--- src/rtl/spi_bus_scheduler.sv ---
// spi_bus_scheduler: round-robin SPI master sharing one 8-bit bus
// among NREQ requesters, each owning one active-low slave select.
module spi_bus_scheduler #(
  parameter int NREQ     = 4,
  parameter int CLK_DIV  = 4,
  parameter int CS_SETUP = 2,
  parameter int CS_HOLD  = 2,
  parameter int GAP      = 2
) (
  input  logic              clk,
  input  logic              reset,
  input  logic [NREQ-1:0]   req,
  input  logic [8*NREQ-1:0] tx_data,
  output logic [NREQ-1:0]   grant,
  output logic [NREQ-1:0]   done,
  output logic [7:0]        rx_data,
  output logic              busy,
  output logic              sclk,
  output logic              mosi,
  input  logic              miso,
  output logic [NREQ-1:0]   cs
);
  localparam int PW = (NREQ > 1) ? $clog2(NREQ) : 1;
  localparam int CW = 16;

  typedef enum logic [2:0] {
    IDLE, SETUP, SHIFT, HOLD, GAPS
  } state_t;

  state_t          st, st_n;
  logic [CW-1:0]   cnt, cnt_n;
  logic [2:0]      bitn, bitn_n;
  logic [PW-1:0]   ptr, ptr_n;
  logic [7:0]      txs, txs_n;
  logic [7:0]      rxs, rxs_n;
  logic [7:0]      rxq_n;
  logic [NREQ-1:0] grant_n, done_n, cs_n;
  logic            sclk_n, mosi_n;
  logic [PW-1:0]   win, idx;
  logic            found;

  assign busy = (st != IDLE);

  // first requester above the last winner, wrapping around
  always_comb begin : arb
    win   = ptr;
    idx   = ptr;
    found = 1'b0;
    for (int k = 1; k <= NREQ; k++) begin
      idx = PW'((int'(ptr) + k) % NREQ);
      if (!found && req[idx]) begin
        win   = idx;
        found = 1'b1;
      end
    end
  end

  always_comb begin : fsm
    st_n    = st;
    cnt_n   = cnt;
    bitn_n  = bitn;
    ptr_n   = ptr;
    txs_n   = txs;
    rxs_n   = rxs;
    rxq_n   = rx_data;
    sclk_n  = sclk;
    mosi_n  = mosi;
    cs_n    = cs;
    grant_n = '0;
    done_n  = '0;
    unique case (st)
      IDLE: begin
        if (found) begin
          ptr_n   = win;
          txs_n   = tx_data[{win, 3'b000} +: 8];
          mosi_n  = txs_n[7];
          cs_n    = ~(NREQ'(1) << win);
          grant_n = NREQ'(1) << win;
          cnt_n   = '0;
          st_n    = SETUP;
        end
      end
      SETUP: begin
        if (cnt == CW'(CS_SETUP - 1)) begin
          cnt_n  = '0;
          bitn_n = '0;
          st_n   = SHIFT;
        end else begin
          cnt_n = cnt + CW'(1);
        end
      end
      SHIFT: begin
        if (cnt == CW'(CLK_DIV - 1)) begin
          cnt_n = '0;
          if (!sclk) begin
            sclk_n = 1'b1;
            // bit 7 is already on mosi from the grant cycle
            if (bitn != 3'd0) begin
              mosi_n = txs[6];
              txs_n  = {txs[6:0], 1'b0};
            end
          end else begin
            sclk_n = 1'b0;
            rxs_n  = {rxs[6:0], miso};
            if (bitn == 3'd7) begin
              st_n = HOLD;
            end else begin
              bitn_n = bitn + 3'd1;
            end
          end
        end else begin
          cnt_n = cnt + CW'(1);
        end
      end
      HOLD: begin
        if (cnt == CW'(CS_HOLD - 1)) begin
          cnt_n  = '0;
          cs_n   = '1;
          mosi_n = 1'b0;
          rxq_n  = rxs;
          done_n = NREQ'(1) << ptr;
          st_n   = GAPS;
        end else begin
          cnt_n = cnt + CW'(1);
        end
      end
      GAPS: begin
        if (cnt == CW'(GAP - 1)) begin
          cnt_n = '0;
          st_n  = IDLE;
        end else begin
          cnt_n = cnt + CW'(1);
        end
      end
      default: st_n = IDLE;
    endcase
  end

  always_ff @(posedge clk) begin
    if (reset) begin
      st      <= IDLE;
      cnt     <= '0;
      bitn    <= '0;
      ptr     <= PW'(NREQ - 1);
      txs     <= '0;
      rxs     <= '0;
      rx_data <= '0;
      sclk    <= 1'b0;
      mosi    <= 1'b0;
      cs      <= '1;
      grant   <= '0;
      done    <= '0;
    end else begin
      st      <= st_n;
      cnt     <= cnt_n;
      bitn    <= bitn_n;
      ptr     <= ptr_n;
      txs     <= txs_n;
      rxs     <= rxs_n;
      rx_data <= rxq_n;
      sclk    <= sclk_n;
      mosi    <= mosi_n;
      cs      <= cs_n;
      grant   <= grant_n;
      done    <= done_n;
    end
  end
endmodule

--- config.mk ---
export PLATFORM = sky130hd
export DESIGN_NAME = spi_bus_scheduler
export DESIGN_NICKNAME = d
export VERILOG_FILES = /design/src/rtl/spi_bus_scheduler.sv
export SDC_FILE = /design/constraint.sdc
export NUM_CORES = 1
export LEC_CHECK = 0
export ABC_AREA = 1
export BUFFER_PORTS_ARGS = -buffer_cell sky130_fd_sc_hd__buf_2
export CAP_MARGIN = 20
export CORE_MARGIN = 2
export CORE_UTILIZATION = 55
export DETAILED_ROUTE_END_ITERATION = 16
export PLACE_DENSITY = 0.78
export RECOVER_POWER = 50
export SLEW_MARGIN = 20
export SYNTH_ARGS = -nofsm -noshare
export SYNTH_HDL_FRONTEND = slang
export SYNTH_SLANG_ARGS = --single-unit
--- constraint.sdc ---
create_clock -name clk -period 2.1 [get_ports clk]
set_input_delay 0.21 -clock clk [delete_from_list [all_inputs] [get_ports clk]]
set_output_delay 0.21 -clock clk [all_outputs]
set_load 0.05 [all_outputs]
Word level (Yosys, flattened, before mapping)
Cells that the tools add are included.
{ "classes": {"add_sub_neg": 6, "magnitude_cmp": 4, "eq_ne": 17, "shift": 3, "mux": 47, "bitwise_logic": 5, "reduce_logical": 27} }
{ "ops": {"columns": ["op", "count"], "rows": [
  ["$mux 16", 3],
  ["$pmux 16 s3", 1],
  ["$shiftx 32x6->8", 1],
  ["$mux 3", 10],
  ["$mux 7", 4],
  ["$ne 2x2->1 const B", 10],
  ["$add 16x1->16 const B", 1],
  ["$eq 16x1->1 const B", 1],
  ["$eq 16x2->1 const B", 1],
  ["$pmux 3 s5", 1],
  ["$mux 1", 14],
  ["$pmux 7 s2", 1],
  ["$lt 2x3->1 const B", 4],
  ["$reduce_bool 3->1", 4],
  ["$reduce_and 5->1", 2],
  ["$reduce_or 3->1", 3],
  ["$bmux 1 s2", 4],
  ["$mux 2", 4],
  ["$mux 4", 2],
  ["$pmux 4 s2", 1],
  ["$reduce_and 2->1", 4],
  ["$shl 1x2->4 const A", 2],
  ["$reduce_and 7->1", 1],
  ["$eq 3x2->1 const B", 2],
  ["15 further kinds", 28]
]} }
{ "word_totals": {"ff_bits": 61, "input_bits": 39, "out_inout_bits": 23, "elab_cells": 121} }

Longest topological paths before layout
Gate-level depths: netlist of the first run.
{ "logic_depth": {"ltp_word": 17, "mapped_depth": 17, "mapped_depth_nobuf": 15} }

Worst setup path after synthesis of the first run
No wires, ideal clock.
{ "synth_path": {"kind": "reg2reg", "start": "register st[0]", "end": "register mosi", "setup_ns": 0.119, "arrival_ns": 1.633, "t_required_ns": 1.981, "setup_slack_ns": 0.348, "path_stages_with_launch": 9, "n_path_buf": 0, "synth_period_minus_slack_ns": 1.752, "cell_sequence": "dfxtp_1 -> nor2_2 -> inv_1 -> nor2_1 -> inv_1 -> a211oi_1 -> nand4_1 -> a21oi_1 -> a21oi_2"} }
{ "synth_via": {"elab_chain_cells": 3, "elab_cells_between_ends": 11} }
{ "synth_lines": {"columns": ["item", "line_no", "source"], "rows": [
  ["start, declared", "30", "state_t st, st_n;"],
  ["start signal, assigned", "154", "st <= st_n;"],
  ["$eq 3x2->1 or $logic_not 3->1 (tied branches)", "71", "unique case (st)"],
  ["$ne 2x2->1 (no line) or $reduce_bool 3->1 (tied branches)", null, null],
  ["$reduce_and 6->1 (no line)", null, null],
  ["end signal, assigned", "162", "mosi <= mosi_n;"],
  ["end, declared", "19", "output logic mosi,"]
]} }
Several ways; a longest one is shown, not always the timed one.
A chain may end at the register's enable or synchronous reset.

Worst setup path in the final report of the first run
{ "layout_path": {"start": "register ptr[0]", "end": "register txs[2]"} }
{ "layout_via": {"elab_chain_cells": 16, "elab_cells_between_ends": 31} }
{ "layout_lines": {"columns": ["item", "line_no", "source"], "rows": [
  ["start, declared", "33", "logic [PW-1:0] ptr, ptr_n;"],
  ["start signal, assigned", "144", "ptr <= PW'(NREQ - 1);"],
  ["start signal, assigned", "157", "ptr <= ptr_n;"],
  ["$add 2x1->2", "50", "idx = PW'((int'(ptr) + k) % NREQ);"],
  ["$bmux 1 s2", "51", "if (!found && req[idx]) begin"],
  ["$mux 1 (not written as such)", "51", null],
  ["$mux 1", "51", null],
  ["$logic_not 1->1", "51", null],
  ["$logic_and 1x1->1", "51", null],
  ["$mux 1", "51", null],
  ["$logic_not 1->1", "51", null],
  ["$logic_and 1x1->1", "51", null],
  ["$mux 1", "51", null],
  ["$logic_not 1->1", "51", null],
  ["$logic_and 1x1->1", "51", null],
  ["$mux 2", "51", null],
  ["$shiftx 32x6->8", "75", "txs_n = tx_data[{win, 3'b000} +: 8];"],
  ["$mux 7", "73", "if (found) begin"],
  ["$pmux 7 s2", "71", null],
  ["end signal, assigned", "158", "txs <= txs_n;"],
  ["end, declared", "34", "logic [7:0] txs, txs_n;"]
]} }
Several ways; a longest one is shown, not always the timed one. The select of a mux whose other input is x is not followed.

==> results of run 1 <==
[sequential cells by signal, indices dropped and copies added (netlist names)]
name,flops
done,4
st,3
cnt,16
rxs,8
rx_data,8
bitn,3
cs,4
mosi,1
sclk,1
txs,7
grant,4
ptr,2
[metal layers]
metal	GRT usage [%]	wire, µm	share of wire [%]	vias up
met5	0	0	0	-
met4	12.0	179	2.3	0
met3	5.78	468	5.9	19
met2	41.7	3630	46	97
met1	30.1	3590	46	1521
li1	-	-	-	1740
[Yosys cell counts (all sizes together)]
| cell type | instances | area [µm²] |
|---|---|---|
| nand3 | 46 | 240 |
| o22ai | 5 | 31.3 |
| nand4 | 6 | 43.8 |
| xor2 | 5 | 43.8 |
| nor2 | 73 | 277 |
| and2 | 1 | 6.26 |
| o21ai | 30 | 150 |
| ha | 5 | 62.6 |
| nand2 | 157 | 637 |
| buf | 9 | 72.6 |
| nor3b | 3 | 37.5 |
| dfxtp | 61 | 1220 |
| a22oi | 1 | 7.51 |
| a21oi | 30 | 161 |
| clkinv | 1 | 3.75 |
| nor4 | 3 | 18.8 |
| inv | 44 | 170 |
| and3 | 1 | 6.26 |
| nor3 | 2 | 10.0 |
| clkbuf | 7 | 27.5 |
| a211oi | 5 | 37.5 |
[cells in the final DEF (no fill, tap or decap), drive strengths merged, types with 2 or more instances in the layout]
master,netlist,final
o21ai,30,30
dfxtp,61,61
a211oi,5,5
nor3,2,2
nor4,3,3
clkbuf,7,31
nand4,6,6
a21oi,30,30
clkinvlp,0,2
ha,5,5
o22ai,5,5
nor3b,3,3
nand3,46,46
inv,44,48
nand2,157,158
buf,9,52
xor2,5,5
nor2,73,73
[power by group through the flow]
stage | combinational [mW] | clock [mW] | sequential (mW)
CTS | 3.49 | 1.10 | 1.51
finish | 3.57 | 1.08 | 1.52
floorplan | 2.54 | 0 | 1.78
global placement | 3.39 | 0 | 1.54
detailed placement | 3.47 | 0 | 1.54
global route | 4.01 | 1.16 | 1.55
[worst min-delay path, cell delays in order]
cell and delay (ps):
buf_2 70, o21ai_0 70, nor2_1 80
[cell families (layout without fill, tap and decap cells)]
logic type	count (synthesis)	in the layout	share of synthesized area [%]
compound gates	71	71	11.9
xor+xnor	5	5	1.34
fa+ha+maj	5	5	1.92
buf+inv	61	135	8.39
flops	61	61	37.4
simple gates	292	293	39.1
[worst max path at each step]
| stage | depth (start not counted) | to | from |
|---|---|---|---|
| 2_1_floorplan | 8 | mosi | st[0] |
| 3_3_place_gp | 12 | cs[1] | ptr[0] |
| 3_5_place_dp | 15 | txs[5] | ptr[0] |
| 4_1_cts | 15 | txs[5] | ptr[0] |
| 5_1_grt | 14 | txs[5] | ptr[0] |
| 6_report | 14 | txs[2] | ptr[0] |
[through the flow]
step,area [µm²],utilization [%]
6_report,3870,66.6
5_1_grt,3870,66.6
4_1_cts,3870,66.5
3_5_place_dp,3660,63.0
3_3_place_gp,3660,63.0
2_1_floorplan,3270,-
[area by class of cell]
cell class / instances / area, µm²
Tap cell: 75 / 93.8
Clock inverter: 7 / 80.1
Sequential cell: 61 / 1220
Timing Repair Buffer: 74 / 375
Fill cell: 527 / 1940
Inverter: 45 / 174
Clock buffer: 9 / 124
Multi-Input combinational cell: 374 / 1800
==> flow_metrics.tcl, run 1 <==
set metrics [dict create \
    outcome "complete, no violations" \
    max_stage_delay_ps 360 \
    worstHoldEndpoint "rxs[0]" \
    r2r-end "txs[2]" \
    swShare_pct 50.5 \
    dp_hpwl_mm 5.78 \
    ys_warn_count 0 \
    cts-root-buf "clkbuf_8" \
    ff2ff_setup_slack_ps 130 \
    holdBufCountCts 0 \
    n_antenna_cell 0 \
    grt_setup_unrepaired "yes" \
    drc_errors 0 \
    p_clk_share_pct 17.6 \
    nets 609 \
    hold_ws_ps 115 \
    preCtsSetupSlack_ps 61.8 \
    setup_ws_ps 131 \
    setup_violations 0 \
    ys_ff_latch 61 \
    die_area_um2 6570 \
    cp_max_fo 9 \
    ioPinCount 62 \
    gp_congestion 0.888 \
    p_seq_share_pct 24.6 \
    crit_family "simple AND/OR/NAND/NOR gates" \
    clk_transition_reported_paths_ps 80 \
    drive_above_1_share_pct 18.4 \
    core_area_um2 5820 \
    startpoint_type "register" \
    drv_slew 0 \
    clk_latency_ps 350 \
    routed_wirelength_mm 7.87 \
    grt_start_max_net_pins 19 \
    numPortBuffers 61 \
    pwr_density_cell_nw_per_um2 1590 \
    fin_setup_tns_ps 0 \
    crit_arrival_ps 2200 \
    cap_violations 0 \
    via_count 3377 \
    grt-ovfl-total 0 \
    slowest_stage "dfxtp_2" \
    required_ps 2330 \
    start_util_pct 56.2 \
    syn_to_final_growth_pct 18.6 \
    antenna_found_initial 0 \
    crit_top_cell "nand2_1" \
    first_pass_iters 5 \
    yosysUniqueCellTypes 32 \
    h-tree-depth 3 \
    ir_drop_v 0.000893 \
    p_leak_nw 1.78 \
    worstPathCellList "buf_4 -> nand2_1 -> nand2_1 -> nand2_1 -> nand2_2 -> nand2_2 -> nand3_2 -> buf_4 -> nand3_1 -> nand2_1 -> nand2_1 -> nand3_1 -> nand2_1 -> a21oi_2" \
    vias_per_cell 5.24 \
    syn_avg_cell_area_um2 6.60 \
    syn_inst 495 \
    ys_seq_area_share_pct 37.4 \
    hold_class "primary input to register" \
    clkSinkCount 61 \
    ant_nets 0 \
    p_switching_mw 3.12 \
    fmax_ghz 0.508 \
    fin_crit_ps 1970 \
    critPathBufInv 2 \
    die_y_um 81.1 \
    grt_pass1_vias 3022 \
    r2r-start "ptr[0]" \
    worst_pin_slew_ps 619 \
    power_mw 6.18 \
    p_int_mw 3.05 \
    cts_resized 0 \
    hold_depth 3 \
    hold_violations 0 \
    syn_nets 539 \
    slew-limit-headroom_pct 58.9 \
    postCtsSetupBuffers 0 \
    die_w_um 81.1 \
    combPwrFrac_pct 57.8 \
    grt_pass1_wl_mm 12.8 \
    crit_type "register to register" \
    track_usage_pct 24.9 \
    clock_skew_ps 10.1 \
    initialDrtViolationCount 219 \
    dp_cells 628 \
    max-clock-path-buffers 2 \
    tritoncts "built" \
    fin_cells 645 \
    end_kind "register" \
    rows 28 \
    period_share_pct 93.8 \
    syn_area_um2 3270 \
    min_from "miso" \
    wire_per_inst_um 12.2 \
    cts_buffers 9 \
    r2r.worst_path.cells 14 \
]
Power figures use the tool's default switching activity.
==> run 2, diff against run 1 <==
- BUFFER_PORTS_ARGS: -buffer_cell sky130_fd_sc_hd__buf_2 -> -buffer_cell sky130_fd_sc_hd__buf_4
==> run 2 against run 1 <==
Net effect: wire length increased by 0.90%; via count decreased by 1.6%; count of clock-buffer cells in the layout unchanged; setup slack improved by 69 ps; final area increased by 2.1%; core utilization increased by 1.4 points; clock power about the same; worst hold slack improved by 25 ps; first-iteration DRC count decreased by 25%; register-to-register slack improved by 70 ps; sequential share of layout area decreased by 0.64 points.
==> flow_metrics.tcl, run 2 (synthesized netlist as in run 1, its figures left out) <==
set metrics [dict create \
    fin_crit_ps 1900 \
    die_y_um 81.1 \
    top_register "cnt" \
    hold_class "primary input to register" \
    final_cell_mix "142 x nand2_1, 73 x nor2_1, 59 x dfxtp_1" \
    hold_depth 3 \
    cap_violations 0 \
    startpoint_type "register" \
    grt_pass1_wl_mm 13.1 \
    setup_violations 0 \
    swShare_pct 49.4 \
    dp_hpwl_mm 5.93 \
    routed_wirelength_mm 7.94 \
    required_ps 2370 \
    fmax_ghz 0.526 \
    preCtsSetupSlack_ps 65.7 \
    h-tree-depth 3 \
    cts_resized 0 \
    power_mw 6.17 \
    p_int_mw 3.12 \
    postCtsSetupBuffers 0 \
    p_seq_share_pct 24.9 \
    combPwrFrac_pct 58.2 \
    fillers 524 \
    crit_arrival_ps 2170 \
    setup_ws_ps 200 \
    ioPinCount 62 \
    fin_setup_tns_ps 0 \
    drive_above_1_share_pct 17.3 \
    start_util_pct 56.2 \
    p_clk_share_pct 17.0 \
    drc_errors 0 \
    clk_latency_ps 340 \
    grt_pass1_vias 3094 \
    cts_buffers 9 \
    rows 28 \
    end_kind "register" \
    tritoncts "built" \
    ir_drop_v 0.000758 \
    crit_type "register to register" \
    reg_top3 "cnt: 16 flops, rx_data: 8 flops, rxs: 8 flops" \
    die_area_um2 6570 \
    track_usage_pct 25.4 \
    grt_setup_unrepaired "no" \
    die_w_um 81.1 \
    syn_to_final_growth_pct 21.1 \
    initialDrtViolationCount 164 \
    outcome "complete, no violations" \
    fin_area_um2 3950 \
    gp_congestion 0.899 \
    first_pass_iters 4 \
    ant_nets 0 \
    period_share_pct 90.5 \
    numPortBuffers 61 \
    hold_violations 0 \
    p_leak_nw 1.80 \
    max-clock-path-buffers 2 \
    via_count 3324 \
    vias_per_cell 5.17 \
    r2r.worst_path.cells 9 \
    clkSinkCount 61 \
    nets 607 \
    core_area_um2 5820 \
    wire_per_inst_um 12.3 \
    antenna_found_initial 0 \
    cp_max_fo 7 \
    holdBufCountCts 0 \
    grt_start_max_net_pins 19 \
    largest_reg_flops 16 \
    drv_slew 0 \
    p_switching_mw 3.05 \
    worst_pin_slew_ps 658 \
    slew-limit-headroom_pct 56.3 \
    clk_transition_reported_paths_ps 80 \
    cts-root-buf "clkbuf_8" \
    pwr_density_cell_nw_per_um2 1560 \
    n_antenna_cell 0 \
    clock_skew_ps 8.17 \
    place_area_um2 3830 \
    final_common_cell "nand2_1" \
    grt-ovfl-total 0 \
]
## run 2: changes by cell type in the layout (fill, tap and decap cells not counted), moves of 2 or more
cell	delta
nand2_2	-2
inv_6	-3
buf_4	+36
nor2_2	-2
buf_12	+2
buf_2	-39
nor2_1	+2
nand2_1	+2
## run 2: layout make-up
class                   count  area, µm²  share of cell area [%]
inverters                  45        174                    4.40
repair buffers             73        490                    12.4
multi-input cells         373       1770                    44.8
clock buffers               9        124                    3.13
clock inverters             7       75.1                    1.90
well taps                  75       93.8                    2.37
flip-flops and latches     61       1220                    30.9
## run 2: routing by layer
layer | track usage, % | up-vias | wire, µm
met1 | 30.9 | 1497 | 3530
met3 | 5.33 | 13 | 430
met2 | 43.1 | 82 | 3840
li1 | - | 1732 | -
met4 | 11.2 | 0 | 130
met5 | 0 | - | 0
## run 2: final timing paths
check,startpoint,end,slack (ps)
setup reg to reg,cnt[7],cs[0],200
hold / removal,miso,rxs[0],140
setup / recovery,cnt[7],cs[0],200
hold reg to reg,txs[0],txs[0],470
## run 2: power by group through the flow
stage / sequential (mW) / combinational, mW / clock, mW
floorplan: 1.78 / 2.54 / 0
global placement: 1.55 / 3.56 / 0
detailed placement: 1.56 / 3.62 / 0
CTS: 1.53 / 3.63 / 1.06
global route: 1.56 / 4.03 / 1.12
finish: 1.53 / 3.59 / 1.05
## run 2: through the flow
step	hold WS, ps	utilization, %	instances
finish	140	68.0	643
global route	166	68.0	643
CTS	135	69.3	643
detailed placement	462	65.9	627
global placement	454	65.9	627
floorplan	377	-	495
## run 2: worst max-delay path: stages, from the launching register on
cell	delay (ps)
dfxtp_1	330
inv_1	140
nand4_1	130
nor3_1	220
nand3_1	210
nor2_1	280
inv_1	190
nand2_1	180
o22ai_1	90
nand2_1	60
